==> config.mk <==
export PLATFORM = sky130hd
export DESIGN_NAME = ppgen_141088_flat
export DESIGN_NICKNAME = d
export VERILOG_FILES = /design/src/rtl/ppgen_141088_if.sv /design/src/rtl/ppgen_141088.sv /design/src/flat_wrapper.sv
export SDC_FILE = /design/constraint.sdc
export NUM_CORES = 1
export LEC_CHECK = 0
export CORE_ASPECT_RATIO = 1.2
export CORE_UTILIZATION = 40
export CTS_CLUSTER_DIAMETER = 150
export DETAILED_ROUTE_END_ITERATION = 10
export GPL_TIMING_DRIVEN = 0
export PLACE_DENSITY = 0.73
export SYNTH_ARGS = -nofsm -noshare
export SYNTH_HDL_FRONTEND = slang
export SYNTH_SLANG_ARGS = --single-unit
==> constraint.sdc <==
create_clock -name clk -period 1.55 [get_ports clk]
set_clock_uncertainty 0.15 [all_clocks]
set_input_delay 0.3875 -clock clk [delete_from_list [all_inputs] [get_ports clk]]
set_output_delay 0.3875 -clock clk [all_outputs]
set_load 0.02 [all_outputs]
==> src/rtl/ppgen_141088_if.sv <==
// rtl/ppgen_141088_if.sv - operand input and partial-product output handshake bundle for ppgen_141088.
interface ppgen_141088_if;
  logic       in_valid;
  logic       in_ready;
  logic [3:0] a;
  logic [3:0] b;
  logic       out_valid;
  logic       out_ready;
  logic [3:0] pp0;
  logic [3:0] pp1;
  logic [3:0] pp2;
  logic [3:0] pp3;
  logic [7:0] cnt;

  modport master (
    output in_valid, a, b, out_ready,
    input  in_ready, out_valid, pp0, pp1, pp2, pp3, cnt
  );

  modport slave (
    input  in_valid, a, b, out_ready,
    output in_ready, out_valid, pp0, pp1, pp2, pp3, cnt
  );
endinterface

==> src/rtl/ppgen_141088.sv <==
// rtl/ppgen_141088.sv - registered Baugh-Wooley 4x4 signed partial-product generator.
// Optional one-entry skid register behind the output register: define PPGEN_SKID_EN.
module ppgen_141088 (
  input  logic           clk,
  input  logic           rst,
  ppgen_141088_if.slave  bus
);

  logic        out_valid_q, out_valid_d;
  logic [15:0] out_pp_q, out_pp_d;
  logic [7:0]  cnt_q, cnt_d;
  logic [15:0] pp_new;
  logic        in_xfer, out_xfer;

`ifdef PPGEN_SKID_EN
  logic        skid_full_q, skid_full_d;
  logic [15:0] skid_pp_q, skid_pp_d;
  assign bus.in_ready = !skid_full_q;
`else
  assign bus.in_ready = !out_valid_q || bus.out_ready;
`endif

  assign in_xfer  = bus.in_valid && bus.in_ready;
  assign out_xfer = out_valid_q && bus.out_ready;

  // Rows 0..2 invert their sign-column bit; row 3 inverts its magnitude bits instead.
  always_comb begin
    pp_new = '0;
    for (int i = 0; i < 3; i++) begin
      for (int j = 0; j < 3; j++) begin
        pp_new[4*i+j] = bus.a[j] & bus.b[i];
      end
      pp_new[4*i+3] = ~(bus.a[3] & bus.b[i]);
    end
    for (int j = 0; j < 3; j++) begin
      pp_new[12+j] = ~(bus.a[j] & bus.b[3]);
    end
    pp_new[15] = bus.a[3] & bus.b[3];
  end

  always_comb begin
    out_valid_d = out_valid_q;
    out_pp_d    = out_pp_q;
    cnt_d       = out_xfer ? cnt_q + 8'd1 : cnt_q;
`ifdef PPGEN_SKID_EN
    skid_full_d = skid_full_q;
    skid_pp_d   = skid_pp_q;
    if (out_xfer || !out_valid_q) begin
      if (skid_full_q) begin
        out_valid_d = 1'b1;
        out_pp_d    = skid_pp_q;
        if (in_xfer) begin
          skid_pp_d = pp_new;
        end else begin
          skid_full_d = 1'b0;
        end
      end else if (in_xfer) begin
        out_valid_d = 1'b1;
        out_pp_d    = pp_new;
      end else begin
        out_valid_d = 1'b0;
      end
    end else if (in_xfer) begin
      // Output is stalled: park the new products behind it.
      skid_full_d = 1'b1;
      skid_pp_d   = pp_new;
    end
`else
    if (out_xfer || !out_valid_q) begin
      if (in_xfer) begin
        out_valid_d = 1'b1;
        out_pp_d    = pp_new;
      end else begin
        out_valid_d = 1'b0;
      end
    end
`endif
  end

  always_ff @(posedge clk or posedge rst) begin
    if (rst) begin
      out_valid_q <= 1'b0;
      out_pp_q    <= '0;
      cnt_q       <= '0;
`ifdef PPGEN_SKID_EN
      skid_full_q <= 1'b0;
      skid_pp_q   <= '0;
`endif
    end else begin
      out_valid_q <= out_valid_d;
      out_pp_q    <= out_pp_d;
      cnt_q       <= cnt_d;
`ifdef PPGEN_SKID_EN
      skid_full_q <= skid_full_d;
      skid_pp_q   <= skid_pp_d;
`endif
    end
  end

  assign bus.out_valid = out_valid_q;
  assign bus.pp0       = out_pp_q[3:0];
  assign bus.pp1       = out_pp_q[7:4];
  assign bus.pp2       = out_pp_q[11:8];
  assign bus.pp3       = out_pp_q[15:12];
  assign bus.cnt       = cnt_q;

endmodule

==> src/flat_wrapper.sv <==
// flat-port wrapper written by rule: the top's interface ports become plain ports
module ppgen_141088_flat 
  (clk, rst, bus_in_valid, bus_a, bus_b, bus_out_ready, bus_in_ready, bus_out_valid, bus_pp0, bus_pp1, bus_pp2, bus_pp3, bus_cnt);
  ppgen_141088_if bus_i ();
  input  logic clk;
  input  logic rst;
  input wire logic [$bits(bus_i.in_valid)-1:0] bus_in_valid;
  input wire logic [$bits(bus_i.a)-1:0] bus_a;
  input wire logic [$bits(bus_i.b)-1:0] bus_b;
  input wire logic [$bits(bus_i.out_ready)-1:0] bus_out_ready;
  output wire logic [$bits(bus_i.in_ready)-1:0] bus_in_ready;
  output wire logic [$bits(bus_i.out_valid)-1:0] bus_out_valid;
  output wire logic [$bits(bus_i.pp0)-1:0] bus_pp0;
  output wire logic [$bits(bus_i.pp1)-1:0] bus_pp1;
  output wire logic [$bits(bus_i.pp2)-1:0] bus_pp2;
  output wire logic [$bits(bus_i.pp3)-1:0] bus_pp3;
  output wire logic [$bits(bus_i.cnt)-1:0] bus_cnt;
  assign bus_i.in_valid = bus_in_valid;
  assign bus_i.a = bus_a;
  assign bus_i.b = bus_b;
  assign bus_i.out_ready = bus_out_ready;
  assign bus_in_ready = bus_i.in_ready;
  assign bus_out_valid = bus_i.out_valid;
  assign bus_pp0 = bus_i.pp0;
  assign bus_pp1 = bus_i.pp1;
  assign bus_pp2 = bus_i.pp2;
  assign bus_pp3 = bus_i.pp3;
  assign bus_cnt = bus_i.cnt;
  ppgen_141088 u_core (.clk(clk), .rst(rst), .bus(bus_i));
endmodule
* Word level (Yosys, flattened, before mapping)
Index checks and enable logic that the tools add are counted.
** Storage, ports and cells
- Logic and storage cells :: 33
- Register bits :: 25
- Output and inout port bits :: 26
- Bits of input ports :: 12
** Operators by class
- Mux-type cells :: 1
- Reductions and logical operators :: 6
- Add/subtract/negate cells :: 1
- Bitwise logic cells :: 22
** Operator list (number)
- 1-bit AND :: 16
- 8-bit by 1-bit adder with 8-bit output, second input constant :: 1
- 1-bit inverter :: 6
- 1-bit logical AND :: 2
- 1-bit logical OR :: 2
- 2-bit AND reduction :: 1
- 1-bit logical NOT :: 1
- 1-bit two-way mux :: 1

* Depth between registers and ports, before layout
Gate-level depths: netlist of the first run.
- Depth in word-level cells :: 4
- Gate-level depth with buffers :: 5

* Worst setup path after synthesis of the first run
Ideal clock, no wire load.
- Path kind :: register -> output
- Start point :: register u_core.out_valid_q, in the netlist u_core.bus.out_valid
- End point :: output port bus_in_ready
- Cell stages (with the launch flop) :: 4
- Arrival :: 0.840 ns
- Slack :: 0.173 ns
- Data required time :: 1.012 ns
- Path through :: dfrtp_1 > nand2b_1 > buf_6 > buf_6
** On the way
- Longest elaborated chain between the ends :: 2
** RTL lines
- start, declared :: line ppgen_141088.sv:9 : logic out_valid_q, out_valid_d;
- start signal, assigned :: line ppgen_141088.sv:90 : out_valid_q <= out_valid_d;
- 1-bit logical NOT :: line ppgen_141088.sv:20 : assign bus.in_ready = !out_valid_q || bus.out_ready;
- 1-bit logical OR :: line ppgen_141088.sv:20
- end, declared :: line flat_wrapper.sv:11 : output wire logic [$bits(bus_i.in_ready)-1:0] bus_in_ready;
No other way between the ends.

* Final worst setup path of the first run
- Start point :: register u_core.out_valid_q, in the netlist u_core.bus.out_valid
- End point :: output port bus_out_valid
** RTL lines
- end, declared :: line flat_wrapper.sv:12 : output wire logic [$bits(bus_i.out_valid)-1:0] bus_out_valid;
No word-level cell between the ends.

==> impl_metrics.yaml, run 1 <==
cts:
  cts_tree: "built"
  h-tree-depth: 1
  cts_hold_buf: 0
  cts-root-buf: "clkbuf_4"
  clock_latency_ps: 320
  ctsLongestPathBuffers: 2
  numCtsBuffers: 3
  clkSinkCount: 25
  path_clk_slew_ps: 140
floorplan:
  start_util_pct: 42.4
  die_w_um: 49.5
  design.core.area_mm2: 0.00255
  core.rowCount: 20
  pin_count: 38
  die_h_um: 58.9
  die_area_mm2: 0.00292
sta:
  finalCritPeriodShare_pct: 101
  fin_ws_ps: -22.6
  rsz0062_at_grt: "true"
  setup_viol: 1
  final.min_clock_period_ps: 1570
  tns_ps: -22.6
  worst_slew_pin_slew_ps: 917
  max_freq_mhz: 636
  slew_headroom_pct: 38.8
  finalHoldViolCount: 0
  slew_violations: 0
logic_synthesis:
  synth_seq_area_share_pct: 57.9
  yosys_warnings: 0
  synth_area_mm2: 0.00108
  synth.distinct_cells: 21
  avgSynthCellArea_um2: 12.4
  syn-num-nets: 100
  synth_cells: 87
  ys_seq_elements: 25
place:
  dpl_worst_slack_ps: -875
  dp_hpwl_um: 1650
  io_buffers: 36
  finalWeightedCongestion: 0.741
final_layout:
  diodes: 0
  fill_cells: 243
  regArea_um2: 626
  fin_util_pct: 62.4
  multi_input_area_um2: 410
  final_layout_size_suffix_gt1_share_pct: 42.1
  syn2layout_area_growth_pct: 47.3
  final_nets: 159
run_status:
  status: "complete, but fails checks"
  violations: "setup timing"
worst_setup_path:
  reg2reg_from: "u_core.bus.out_valid"
  critPathRequiredTime_ps: 1010
  crit_path_start: "u_core.bus.out_valid"
  cp_max_fo: 2
  crit_path_end_kind: "output port"
  worstSetupStartpointType: "flop"
  path_class: "reg2out"
  cp.arrival_ps: 1040
routing:
  vias: 922
  routed_via_density: 5.18
  drt_iter0_drc: 33
  wl_per_cell_um: 13.8
  drtPass1Iterations: 4
  ant_nets: 0
  drc: 0
  finalWirelength_um: 2450
global_route:
  grt_first_pass_wirelength_um: 3760
  overflow: 0
  grt.busiest_layer: "met2"
  grt_use_total_pct: 17.6
  grt_pass1_vias: 789
  antenna_found_initial: 0
  grtUsageMet1_pct: 22.4
  global_route.usage.met2_pct: 28.4
  gr-usage-met3_pct: 2.58
  grt_max_degree: 26
pwr:
  ir_drop_v: 0.000881
  total_power_mw: 1.94
  p_leak_nw: 0.789
  p_per_area_mw_per_mm2: 1220
hold_path:
  hp-class: "in2reg"
  hp-start: "bus_in_valid"
job:
  maxCapViolCount: 0
[flip-flops by register name, summed over array words and instances (netlist names)]
register,count
u_core.out_pp_q,16
u_core.bus.out_valid,1
u_core.bus.cnt,8
[where the power goes]
| part | switching [mW] | internal (mW) | total (mW) |
|---|---|---|---|
| combinational | 0.416 | 0.396 | 0.812 |
| clock | 0.195 | 0.0967 | 0.291 |
| sequential | 0.0635 | 0.773 | 0.836 |
| total | 0.674 | 1.27 | 1.94 |
[cell usage after synthesis, drive strengths merged]
library cell	count	area [um2]
dfrtp	25	626
inv	1	3.75
nand4	11	68.8
nor3	1	5.00
nand2b	2	12.5
a41oi	6	52.6
and3	1	6.26
a21bo	10	100
nand2	6	25.0
ha	1	12.5
nor2	1	3.75
and4	1	8.76
xnor2	5	43.8
mux2	1	11.3
buf	6	48.8
nand3	1	5.00
xor2	2	17.5
a21oi	6	30.0
[cells in the final DEF (no fill, tap or decap)]
cell	count
nand4_1	11
dfrtp_1	25
a41oi_1	6
mux2_2	1
nand2b_1	1
nor2_1	1
buf_6	4
nand2_1	5
nor3_1	1
a21bo_2	4
clkinv_2	1
nand2_2	1
buf_4	19
xor2_1	2
nand2b_4	1
a21oi_1	6
inv_1	1
clkdlybuf4s50_1	9
clkbuf_4	3
clkdlybuf4s15_2	10
and4_1	1
dlygate4sd2_1	1
a21bo_1	6
clkbuf_2	1
buf_2	16
and3_1	1
xnor2_1	5
ha_1	1
nand3_1	1
[worst paths after layout]
path / to / slack, ps / cells after the start
setup / recovery: bus_out_valid / -20 / 2
hold / removal: u_core.out_pp_q[10] / 340 / 3
setup reg to reg: u_core.bus.cnt[6] / 120 / 5
hold reg to reg: u_core.out_pp_q[15] / 350 / 1
max in group asynchronous: u_core.out_pp_q[9] / 290 / 2
min in group asynchronous: u_core.bus.cnt[5] / 400 / 2
[routing by layer]
layer / share of wire [%] / vias to the layer above
met2: 48 / 25
met1: 46 / 455
met3: 3.0 / 6
li1: - / 436
met5: 0 / -
met4: 3.4 / 0
[critical path, cell delays in order (launching register included)]
cell	delay, ps
dfrtp_1	450
buf_6	140
buf_6	120
[final cells by class]
type / count / share of cell area (%)
Sequential cell: 25 / 39.3
Timing Repair Buffer: 56 / 28.8
Multi-Input combinational cell: 55 / 25.8
Tap cell: 33 / 2.59
Buffer: 4 / 1.65
Clock buffer: 3 / 1.41
Clock inverter: 1 / 0.314
Inverter: 1 / 0.236
[metrics by stage]
stage	std cells	cell area [um2]	hold slack, ps
final	178	1590	341
after global routing	178	1590	353
after CTS	168	1600	339
after detailed placement	156	1480	319
after global placement	156	1480	311
after floorplan	87	1080	265
[cell families after synthesis]
family | Yosys count | share of synthesized area, %
AOI/OAI and AO/OA | 22 | 16.9
xor gates and xnor gates | 7 | 5.67
adders and majority gates | 1 | 1.16
buffers and inverters | 7 | 4.86
DFF | 25 | 57.9
muxes | 1 | 1.04
and+or+nand+nor | 24 | 12.5
[timing repair]
action / in CTS / in global routing
buffers inserted: 10 / 10
endpoints found under the hold margin: 0 / 0
endpoints found under the setup margin: 26 / 22
gates cloned: 0 / 0
resized for setup: 85 / 15
Note: power is estimated with default switching activity, not from simulation.
==> run 2, diff against run 1 <==
--- a/config.mk
+++ b/config.mk
@@ -9,7 +9,6 @@
 export CORE_UTILIZATION = 40
 export CTS_CLUSTER_DIAMETER = 150
 export DETAILED_ROUTE_END_ITERATION = 10
-export GPL_TIMING_DRIVEN = 0
 export PLACE_DENSITY = 0.73
 export SYNTH_ARGS = -nofsm -noshare
 export SYNTH_HDL_FRONTEND = slang
==> impl_metrics.yaml, run 2 (synthesis results as in run 1) <==
routing:
  drt_iter0_drc: 13
  drc: 0
  vias: 901
  wl_per_cell_um: 13.0
  ant_nets: 0
  finalWirelength_um: 2310
  routed_via_density: 5.06
  drtPass1Iterations: 4
cts:
  h-tree-depth: 1
  clkSinkCount: 25
  ctsLongestPathBuffers: 2
  path_clk_slew_ps: 130
  clock_latency_ps: 310
  cts_tree: "built"
  numCtsBuffers: 3
  cts-root-buf: "clkbuf_4"
final_layout:
  syn2layout_area_growth_pct: 44.0
  final_nets: 159
  largest_reg_flops: 16
  regMostFlops: "u_core.out_pp_q"
  final_common_cell: "dfrtp_1"
  layout_common_cells: "dfrtp_1, buf_4, clkbuf_2, nand4_1, clkdlybuf4s50_1"
  final_layout_size_suffix_gt1_share_pct: 40.7
  instances_no_fill: 178
  diodes: 0
global_route:
  grt_max_degree: 26
  grt_first_pass_wirelength_um: 3790
  grt_use_total_pct: 17.3
  overflow: 0
  grt_pass1_vias: 829
  antenna_found_initial: 0
run_status:
  status: "complete, but fails checks"
  violations: "setup timing"
sta:
  fin_ws_ps: -0.243
  slew_headroom_pct: 85.3
  slew_violations: 0
  setup_viol: 1
  rsz0062_at_grt: "true"
  finalHoldViolCount: 0
  worst_slew_pin_slew_ps: 220
  max_freq_mhz: 645
  finalCritPeriodShare_pct: 100
  final.min_clock_period_ps: 1550
pwr:
  p_leak_nw: 0.786
  p_per_area_mw_per_mm2: 1220
  ir_drop_v: 0.00100
  total_power_mw: 1.89
worst_setup_path:
  worst_path_most_repeated_cell: "buf_4"
  critPathTopFamily: "flip-flops"
  worstSetupStartpointType: "flop"
  path_buf_inv: 2
  r2r_end: "u_core.out_pp_q[10]"
  critPathRequiredTime_ps: 1010
  slowest_delay_ps: 410
  cp.arrival_ps: 1010
  critPathSlowestCell: "dfrtp_1"
  cp_num_cells: 2
  crit_chain: "buf_4 > buf_4"
  path_class: "reg2out"
  r2r_slack_ps: 30
  cp_max_fo: 4
  crit_path_end_kind: "output port"
  reg2reg_from: "u_core.bus.out_valid"
  r2r.worst_path.cells: 5
hold_path:
  hp-class: "in2async"
floorplan:
  start_util_pct: 42.4
  core.rowCount: 20
  die_area_mm2: 0.00292
  die_w_um: 49.5
  design.core.area_mm2: 0.00255
  die_h_um: 58.9
  pin_count: 38
place:
  dp_hpwl_um: 1660
  finalWeightedCongestion: 0.677
  io_buffers: 37
  dp_cells: 166
job:
  maxCapViolCount: 0
[run 2: cell count changes in the layout (fill, tap and decap cells not counted), sizes merged]
cell           change
clkdlybuf4s50      +1
buf                -6
clkdlybuf4s15      -8
clkinv             -1
clkbuf            +14
[run 2: how the worst max path moves through the flow]
stage	slack (ps)	end	from
floorplan	170	bus_in_ready	u_core.bus.out_valid
global placement	-620	bus_in_ready	bus_out_ready
detailed placement	-600	bus_in_ready	bus_out_ready
CTS	-20	bus_in_ready	u_core.bus.out_valid
global route	-60	bus_out_valid	u_core.bus.out_valid
finish	-0.2	bus_out_valid	u_core.bus.out_valid
[run 2: power breakdown]
part | switching, mW | internal, mW | total [mW]
Combinational | 0.404 | 0.377 | 0.781
Clock | 0.177 | 0.100 | 0.277
Sequential | 0.0632 | 0.773 | 0.836
[run 2: area by class of cell]
class,count,area (um2)
fillers,235,996
flip-flops and latches,25,626
repair buffers,60,449
multi-input cells,55,410
well taps,33,41.3
clock buffers,4,26.3
inverters,1,3.75
[run 2: timing repair]
action | CTS | global route
endpoints found under the hold margin | 0 | 0
endpoints found under the setup margin | 36 | 36
buffers inserted | 1 | 7
hold buffers | 0 | 0
gates cloned | 0 | 0
resized for setup | 70 | 24
[run 2: worst min-delay path, delay by kind of cell]
family,cells,cell delay [ps]
buf+inv,3,680
[run 2: stage by stage]
| stage | cell area [um2] | TNS [ps] | hold WS [ps] | setup slack, ps | util (%) |
|---|---|---|---|---|---|
| floorplan | 1080 | 0 | 265 | 173 | - |
| global placement | 1570 | -6700 | 311 | -617 | 61.5 |
| detailed placement | 1570 | -6730 | 318 | -597 | 61.5 |
| CTS | 1620 | -22.9 | 251 | -22.9 | 63.4 |
| global route | 1560 | -258 | 240 | -61.0 | 61.0 |
| finish | 1560 | -0.243 | 251 | -0.243 | 61.0 |
[run 2: routing by layer]
metal	global-route usage (%)	share of wire, %
met1	23.5	41
met2	27.6	53
met3	2.58	5.4
met4	7.35	0
met5	0	0
==> run 3, diff against run 2 <==
--- a/config.mk
+++ b/config.mk
@@ -9,7 +9,8 @@
 export CORE_UTILIZATION = 40
 export CTS_CLUSTER_DIAMETER = 150
 export DETAILED_ROUTE_END_ITERATION = 10
-export PLACE_DENSITY = 0.73
+export DONT_BUFFER_PORTS = 1
+export PLACE_DENSITY = 0.55
 export SYNTH_ARGS = -nofsm -noshare
 export SYNTH_HDL_FRONTEND = slang
 export SYNTH_SLANG_ARGS = --single-unit
==> impl_metrics.yaml, run 3 (synthesis results as in run 1) <==
worst_setup_path:
  critPathSlowestCell: "dfrtp_1"
  slowest_delay_ps: 420
  worstSetupStartpointType: "flop"
  worst_path_most_repeated_cell: "buf_12"
  crit_path_start: "u_core.bus.out_valid"
  r2r.worst_path.cells: 6
  path_class: "reg2out"
  critPathRequiredTime_ps: 1010
  reg2reg_from: "u_core.bus.out_valid"
  crit_chain: "nand2b_4 > buf_12 > buf_12"
  path_buf_inv: 2
  crit_path_end_kind: "output port"
  r2r_end: "u_core.out_pp_q[6]"
  cp_max_fo: 2
  cp.arrival_ps: 1050
  critPathTopFamily: "flip-flops"
  r2r_slack_ps: 40
sta:
  whs_ps: 32.0
  finalHoldViolCount: 0
  final.min_clock_period_ps: 1580
  max_freq_mhz: 631
  slew_headroom_pct: 78.6
  rsz0062_at_grt: "true"
  finalCritPeriodShare_pct: 102
  slew_violations: 0
  worst_slew_pin_slew_ps: 321
  setup_viol: 2
  fin_ws_ps: -34.4
cts:
  clock_latency_ps: 300
  numCtsBuffers: 3
  ctsLongestPathBuffers: 2
  path_clk_slew_ps: 130
  clkSinkCount: 25
  cts-root-buf: "clkbuf_4"
  cts_tree: "built"
  h-tree-depth: 1
routing:
  routed_via_density: 5.64
  drt_iter0_drc: 8
  vias: 744
  drtPass1Iterations: 3
  finalWirelength_um: 2170
  ant_nets: 0
  wl_per_cell_um: 16.4
  drc: 0
floorplan:
  start_util_pct: 42.4
  die_h_um: 58.9
  core.rowCount: 20
  design.core.area_mm2: 0.00255
  die_area_mm2: 0.00292
  die_w_um: 49.5
  pin_count: 38
final_layout:
  fill_cells: 243
  final_cell_area_mm2: 0.00127
  syn2layout_area_growth_pct: 17.5
  diodes: 0
  multi_input_area_um2: 410
  regArea_um2: 626
  largest_reg_flops: 16
  final_common_cell: "dfrtp_1"
  regMostFlops: "u_core.out_pp_q"
  fin_util_pct: 49.8
  layout_common_cells: "dfrtp_1, nand4_1, buf_4"
  final_nets: 113
  final_layout_size_suffix_gt1_share_pct: 24.2
  instances_no_fill: 132
global_route:
  grt_use_total_pct: 16.4
  overflow: 0
  grt_first_pass_wirelength_um: 3540
  antenna_found_initial: 0
  grt_max_degree: 26
  grt_pass1_vias: 777
pwr:
  ir_drop_v: 0.000705
  p_per_area_mw_per_mm2: 1330
  p_leak_nw: 0.610
  total_power_mw: 1.69
place:
  placed_area_mm2: 0.00116
  finalWeightedCongestion: 0.772
  dp_hpwl_um: 1510
  dp_cells: 122
  io_buffers: 0
run_status:
  violations: "setup timing"
  status: "complete, but fails checks"
hold_path:
  whs_path_depth: 1
  hp-start: "bus_in_valid"
  whs_endpoint: "u_core.out_pp_q[14]"
  hp-class: "in2reg"
job:
  maxCapViolCount: 0
run 3: cell count changes in the layout (fill, tap and decap cells not counted), sizes merged, moves of 2 or more:
cell           delta
clkdlybuf4s15     -2
clkbuf           -15
buf              -21
clkdlybuf4s50    -10
run 3: timing repair:
item	4_1_cts	5_1_grt
endpoints found under the setup margin	1	9
pin swaps	0	2
hold buffers	1	0
hold endpoints to repair	25	0
resized for setup	1	1
setup buffers	3	1
cloned	1	0
run 3: final cells by class:
type	instances	area share, %
sequential	25	49.3
multi-input combinational	55	32.3
timing repair buffer	14	12.7
tap	33	3.25
clock buffer	3	1.77
clock inverter	1	0.394
inverter	1	0.296
run 3: worst max path at each step:
stage                               to  depth (start not counted)
after floorplan           bus_in_ready                          3
after global placement    bus_in_ready                          3
after detailed placement  bus_in_ready                          3
after CTS                 bus_in_ready                          3
after global routing      bus_in_ready                          3
final                     bus_in_ready                          3
run 3: stage by stage:
| step | setup WS [ps] | setup TNS, ps |
|---|---|---|
| 2_1_floorplan | 173 | 0 |
| 3_3_place_gp | 161 | 0 |
| 3_5_place_dp | 165 | 0 |
| 4_1_cts | -81.2 | -81.2 |
| 5_1_grt | -88.7 | -149 |
| 6_report | -34.4 | -39.8 |
run 3: layer usage:
metal / routed length, um / GRT usage [%] / part of all wire, %
met1: 879 / 16.1 / 41
met4: 63 / 9.39 / 2.9
met3: 158 / 6.72 / 7.3
met2: 1070 / 29.0 / 49
met5: 0 / 0 / 0
run 3: where the power goes:
part           total [mW]  switching [mW]  internal (mW)
registers           0.959           0.187          0.772
logic               0.447           0.220          0.227
clock network       0.281           0.185         0.0962
run 3: worst register-to-register path: stages (launching register included):
cell and delay, ps:
dfrtp_1 420, nand2b_4 80, buf_4 140, buf_4 120, bufbuf_16 260, nand4_1 60, a21bo_1 190
